===== config.mk =====
export PLATFORM = sky130hd
export DESIGN_NAME = ex_mem_stage_elastic
export DESIGN_NICKNAME = d
export VERILOG_FILES = /design/src/rtl/ex_mem_stage_elastic.sv
export SDC_FILE = /design/constraint.sdc
export NUM_CORES = 1
export LEC_CHECK = 0
export CORE_MARGIN = 3
export CORE_UTILIZATION = 55
export CTS_CLUSTER_DIAMETER = 50
export DETAILED_ROUTE_END_ITERATION = 8
export PLACE_DENSITY = 0.92
export SETUP_SLACK_MARGIN = 0.05
export SYNTH_ARGS = -nofsm -noshare
export SYNTH_HDL_FRONTEND = slang
export SYNTH_SLANG_ARGS = --single-unit

===== constraint.sdc =====
create_clock -name clk -period 4.85 [get_ports clk]
set_input_delay 0.485 -clock clk [delete_from_list [all_inputs] [get_ports clk]]
set_output_delay 0.485 -clock clk [all_outputs]
set_load 0.005 [all_outputs]

===== src/rtl/ex_mem_stage_elastic.sv =====
// Elastic EX/MEM pipeline register: valid/ready handshake with a two-entry skid buffer,
// synchronous squash and a saturating back-pressure counter.
module ex_mem_stage_elastic #(
  parameter int unsigned DATA_WIDTH     = 64,
  parameter int unsigned REG_ID_WIDTH   = 5,
  parameter int unsigned MEM_CTRL_WIDTH = 3,
  parameter int unsigned WB_CTRL_WIDTH  = 2,
  parameter int unsigned CNT_WIDTH      = 16
) (
  input  logic                      clk,
  input  logic                      reset,
  input  logic                      flush,
  input  logic                      in_valid,
  output logic                      in_ready,
  input  logic [DATA_WIDTH-1:0]     target_in,
  input  logic                      branch_decision_in,
  input  logic [DATA_WIDTH-1:0]     alu_res_in,
  input  logic [DATA_WIDTH-1:0]     write_data_in,
  input  logic [REG_ID_WIDTH-1:0]   dest_in,
  input  logic [MEM_CTRL_WIDTH-1:0] mem_control_in,
  input  logic [WB_CTRL_WIDTH-1:0]  wb_control_in,
  output logic                      out_valid,
  input  logic                      out_ready,
  output logic [DATA_WIDTH-1:0]     target_out,
  output logic                      branch_decision_out,
  output logic [DATA_WIDTH-1:0]     alu_res_out,
  output logic [DATA_WIDTH-1:0]     write_data_out,
  output logic [REG_ID_WIDTH-1:0]   dest_out,
  output logic [MEM_CTRL_WIDTH-1:0] mem_control_out,
  output logic [WB_CTRL_WIDTH-1:0]  wb_control_out,
  output logic [CNT_WIDTH-1:0]      stall_count
);

  localparam int unsigned PayloadWidth =
      3 * DATA_WIDTH + 1 + REG_ID_WIDTH + MEM_CTRL_WIDTH + WB_CTRL_WIDTH;

  typedef enum logic [1:0] {StEmpty, StFull, StSkid} state_e;

  state_e                    state_q, state_d;
  logic [PayloadWidth-1:0]   main_q, main_d;
  logic [PayloadWidth-1:0]   skid_q, skid_d;
  logic [PayloadWidth-1:0]   payload_in;
  logic [CNT_WIDTH-1:0]      stall_q, stall_d;
  logic [MEM_CTRL_WIDTH-1:0] main_mem;
  logic [WB_CTRL_WIDTH-1:0]  main_wb;
  logic                      accept;
  logic                      consume;

  assign payload_in = {target_in, branch_decision_in, alu_res_in, write_data_in, dest_in,
                       mem_control_in, wb_control_in};

  // in_ready is a function of registered state only, never of out_ready.
  assign in_ready  = reset & (state_q != StSkid);
  assign out_valid = (state_q != StEmpty);
  assign accept    = in_valid & in_ready;
  assign consume   = out_valid & out_ready;

  assign {target_out, branch_decision_out, alu_res_out, write_data_out, dest_out,
          main_mem, main_wb} = main_q;

  // Bubbles must never write memory or the register file.
  assign mem_control_out = out_valid ? main_mem : '0;
  assign wb_control_out  = out_valid ? main_wb  : '0;
  assign stall_count     = stall_q;

  always_comb begin
    state_d = state_q;
    main_d  = main_q;
    skid_d  = skid_q;
    if (flush) begin
      state_d = StEmpty;
    end else begin
      unique case (state_q)
        StEmpty: begin
          if (accept) begin
            main_d  = payload_in;
            state_d = StFull;
          end
        end
        StFull: begin
          if (accept && consume) begin
            main_d = payload_in;
          end else if (accept) begin
            skid_d  = payload_in;
            state_d = StSkid;
          end else if (consume) begin
            state_d = StEmpty;
          end
        end
        StSkid: begin
          if (consume) begin
            main_d  = skid_q;
            state_d = StFull;
          end
        end
        default: state_d = StEmpty;
      endcase
    end
  end

  always_comb begin
    stall_d = stall_q;
    if (out_valid && !out_ready && (stall_q != '1)) begin
      stall_d = stall_q + CNT_WIDTH'(1);
    end
  end

  always_ff @(posedge clk) begin
    if (!reset) begin
      state_q <= StEmpty;
      main_q  <= '0;
      skid_q  <= '0;
      stall_q <= '0;
    end else begin
      state_q <= state_d;
      main_q  <= main_d;
      skid_q  <= skid_d;
      stall_q <= stall_d;
    end
  end

endmodule


* After elaboration in Yosys (flattened, before gate mapping)
Cells that the tools add are included.
** Cells by class
- Mux-type cells :: 12
- Bitwise logic cells :: 6
- Eq/ne operators :: 9
- Add/subtract/negate cells :: 1
- Reductions and logical operators :: 11
** Operator list (number)
- $mux W203 :: 3
- $pmux W203 S3 :: 1
- $add A16 B1 Y16 const B :: 1
- $ne A16 B16 Y1 const B :: 1
- $mux W2 :: 6
- $ne A2 B2 Y1 const B :: 5
- $reduce_and A4 Y1 :: 2
- $pmux W2 S3 :: 1
- $reduce_and A5 Y1 :: 1
- $and A1 B1 Y1 :: 3
- $logic_and A1 B1 Y1 :: 3
- $mux W3 :: 1
- $ne A3 B3 Y1 const B :: 1
- $not A1 Y1 :: 3
- $reduce_bool A3 Y1 :: 1
- $eq A2 B1 Y1 const B :: 1
- $eq A2 B2 Y1 const B :: 1
- $logic_not A2 Y1 :: 1
- $reduce_bool A2 Y1 :: 1
- $reduce_or A2 Y1 :: 1
- $logic_not A1 Y1 :: 1
** Storage, ports and cells
- Flip-flop bits (word level) :: 424

* Logic depth before layout (Yosys ltp)
- Depth in word-level cells :: 6
- Gate-level depth with buffers :: 8
- Mapped depth without buffers :: 5

* Least setup slack after synthesis
Ideal clock, no wire load.
- Path type :: reg2reg
- From :: reg state_q[0]
- To :: reg main_q[100]
- Setup time :: 122 ps
- Data arrival time :: 1785 ps
- Buffers on the path :: 3
- Slack :: 2944 ps
- Cell stages (with the launch flop) :: 7
- Path through :: dfxtp_1 -> nand2b_1 -> buf_2 -> buf_4 -> clkbuf_1 -> mux2_2 -> o311a_1
** Between the ends
- Cells in the longest elaborated chain, start to end :: 6
- Elaborated cells between the ends (all ways) :: 15
- Those cells by class :: eq/ne: 6; mux: 1; bitwise: 3; reduce/logical: 5
** Ends and longest elaborated chain
- from (decl) :: RTL line 39 : state_e state_q, state_d;
- from (signal assigned) :: RTL line 110 : state_q <= StEmpty;
- from (signal assigned) :: RTL line 115 : state_q <= state_d;
- $ne A2 B2 Y1 :: RTL line 53 : assign in_ready = reset & (state_q != StSkid);
- $and A1 B1 Y1 :: RTL line 53
- $and A1 B1 Y1 :: RTL line 55 : assign accept = in_valid & in_ready;
- $logic_and A1 B1 Y1 :: RTL line 81 : if (accept && consume) begin
- $ne A2 B2 Y1 (no line)
- $reduce_and A5 Y1 (no line)
- to (signal assigned) :: RTL line 116 : main_q <= main_d;
- to (decl) :: RTL line 40 : logic [PayloadWidth-1:0] main_q, main_d;
Several ways; a longest one is shown, not always the timed one.
A chain may end at the register's enable or synchronous reset.

* Worst setup path in the final report
- From :: reg state_q[0]
- To :: reg main_q[145]
Same word-level chain as after synthesis.

==> results.toml <==
[power]
internal_power_mw = 6.10
p_per_area_nw_per_um2 = 333
leakagePower_nw = 8.43
clkPwrFrac_pct = 42.9
power_mw = 8.03
swShare_pct = 24.1
p_comb_share_pct = 11.7
seq_power_share_pct = 45.4
peakVddDrop_v = 0.000266
p_sw_mw = 1.93

[synthesis]
yosysWarnings = 0
synth_area_per_cell_um2 = 9.25
syn_inst = 2139
ys_ff_latch = 424
synth_edf_count = 0
synth_area_leaders = "dfxtp_1 (43%), mux2_2 (11%), o311a_1 (10%)"
synth_top_cell_by_area = "dfxtp_1"
seq_area_frac_synth_pct = 42.9
syn_area_um2 = 19800
syn_nets = 2348
yosysTopAreaCellShare_pct = 42.9
synthArstFlopShare_pct = 0
synth.distinct_cells = 43
synth_flop_cell = "dfxtp_1"

[floorplan]
die_w_um = 196
die_area_um2 = 38300
io_pins = 429
die_y_um = 196
initial_utilization_pct = 56.6
coreArea_um2 = 35000
placementRows = 68

[sta]
worst_pin_slew_ns = 1.28
drv_slew = 0
finalHoldViolCount = 0
finalWorstSetupSlack_ns = 1.85
fin_crit_ns = 3.00
setup_violations = 0
tns_ns = 0
rsz0062_at_grt = "false"
fmax_ghz = 0.333
relSlewSlack_pct = 13.9
fin_skew_ns = 0.0235
post-route-period-util_pct = 61.9

[drt]
drc = 0
wl_per_cell_um = 20.9
drt-total-wl_mm = 56.9
routed_via_density = 6.08
drtAntennaViolNets = 0
firstDrtPassIters = 7
drt_first_iter_violations = 1048
vias = 16500

[clocking]
cts.htree.levels = 2
clk_path_buf_depth = 3
clk_latency_ns = 0.55
postCtsSetupBuffers = 0
holdBufCountCts = 0
cts_buffers = 47
cts_sinks = 424
cts_root_buffer = "clkbuf_16"
cts_resized = 0
cts_tree = "yes"
path_clk_slew_ns = 0.06

[setup_path]
worst_ep_arrival_time_ns = 3.42
start_kind = "flop"
endpoint_kind = "flop"
cp_max_fo = 162
criticalPathCategory = "flop to flop"
required_ns = 5.27

[cells_and_area]
layout-drive-gt1-share_pct = 12.9
syn_to_final_growth_pct = 21.8
final_nets = 2438
fill_cells = 2354

[hold_path]
worst_hold_path_type = "input port to flop"

[global_route]
grt_pass1_vias = 16500
grt_max_degree = 206
grt_pass1_wl_mm = 89.2
track_usage_pct = 27.9
antenna_found_initial = 4
overflow = 0

[placed_design]
preCtsSetupSlack_ns = 1.79
hpwlAfterDp_mm = 34.5
port_buffers = 428
gp_congestion = 0.828

[flow_run]
drv_cap = 0

[outcome]
outcome = "finished clean"
-- synth_stat cells (2+ instances only) --
| master | count |
|---|---|
| o31ai_1 | 5 |
| nor3_1 | 3 |
| nor2b_1 | 6 |
| nor4_1 | 2 |
| a211oi_1 | 2 |
| mux2_1 | 11 |
| nand4_1 | 4 |
| o311a_1 | 203 |
| mux2_2 | 192 |
| a21oi_1 | 214 |
| buf_2 | 45 |
| nand2_1 | 413 |
| nand2b_1 | 3 |
| clkbuf_1 | 144 |
| o21bai_1 | 203 |
| or3_1 | 6 |
| inv_1 | 4 |
| nand3_1 | 5 |
| nor2_1 | 6 |
| buf_1 | 15 |
| dfxtp_1 | 424 |
| mux2i_1 | 3 |
| o21ai_0 | 5 |
| or4_1 | 5 |
| buf_4 | 198 |
-- sequential cells by signal (all words and copies together), names as in the netlist --
| signal | count |
|---|---|
| stall_count | 16 |
| state_q | 2 |
| skid_q | 203 |
| main_q | 203 |
-- power groups by stage --
stage	clock [mW]	combinational [mW]	sequential (mW)
after CTS	3.49	0.933	3.64
after global routing	3.62	0.997	3.65
after floorplan	0	0.567	3.70
after detailed placement	0	0.919	3.72
after global placement	0	0.888	3.71
final	3.45	0.936	3.65
-- kinds of logic after synthesis --
kind of cell | count (synthesis) | share of synthesized area (%)
XOR/XNOR | 1 | 0.0443
AND/OR/NAND/NOR | 460 | 9.32
multiplexers | 206 | 11.7
AO/OA/AOI/OAI | 640 | 24.2
buffers and inverters | 407 | 11.8
flip-flops | 424 | 42.9
adder cells (fa/ha/maj) | 1 | 0.0632
-- final timing paths --
kind,endpoint,depth (start not counted),slack [ns],start
hold reg to reg,skid_q[17]$_SDFFE_PN0P_,2,0.45,skid_q[17]$_SDFFE_PN0P_
setup / recovery,main_q[145]$_SDFFE_PN0P_,5,1.85,state_q[0]$_SDFFE_PP0P_
hold / removal,main_q[173]$_SDFFE_PN0P_,2,0.37,reset
setup reg to reg,main_q[145]$_SDFFE_PN0P_,5,1.85,state_q[0]$_SDFFE_PP0P_
-- cell usage in the layout, fill, tap and decap left out, types with 2 or more instances in the layout --
master           Yosys  routed
a21oi_1            214     214
a211oi_1             2       2
clkinvlp_4           0       2
diode_2              0       4
nor2_1               6       6
nand2_1            413     413
inv_6                0       6
buf_4              198       6
o311a_1            203     203
clkinv_2             0       6
mux2i_1              3       3
dfxtp_1            424     424
nor4_1               2       2
clkbuf_16            0      47
or3_1                6       6
clkdlybuf4s50_1      0     426
mux2_1              11      11
nand2b_1             3       2
or4_1                5       5
nand4_1              4       4
o31ai_1              5       5
o21ai_0              5       5
buf_12               0       9
nand3_1              5       5
mux2_2             192     192
inv_1                4       4
clkbuf_1           144      10
o21bai_1           203     203
nor3_1               3       3
nor2b_1              6       6
clkbuf_8             0       9
-- per-stage QoR --
step | cells | cell area (µm²) | utilization, % | hold slack (ns)
after floorplan | 2139 | 19800 | - | 0.432
after global placement | 2635 | 22600 | 64.6 | 0.438
after detailed placement | 2635 | 22600 | 64.6 | 0.445
after CTS | 2718 | 24100 | 68.9 | 0.369
after global routing | 2721 | 24100 | 68.9 | 0.383
final | 2722 | 24100 | 68.9 | 0.367
-- final cells by class --
type | instances | area, µm² | share of cell area, %
multi-input combinational | 1308 | 8990 | 37.3
clock buffer | 66 | 1340 | 5.55
antenna | 4 | 10.0 | 0.0416
inverter | 5 | 23.8 | 0.0987
clock inverter | 17 | 155 | 0.644
sequential | 424 | 8490 | 35.2
tap | 455 | 569 | 2.36
timing repair buffer | 443 | 4520 | 18.7
-- critical path, stage by stage (launching register included) --
cell,delay (ns)
dfxtp_1,0.50
nand2b_4,0.61
o32a_2,0.74
buf_12,0.56
o21bai_1,0.17
o311a_1,0.17
-- per-layer routing --
| layer | wire (µm) | global-route usage, % | vias up |
|---|---|---|---|
| met5 | 18 | 0 | - |
| met3 | 5490 | 7.52 | 132 |
| met1 | 21900 | 34.2 | 8054 |
| met4 | 2040 | 10.2 | 2 |
| li1 | - | - | 7616 |
| met2 | 27500 | 47.2 | 739 |
(Power assumes the default switching activity.)
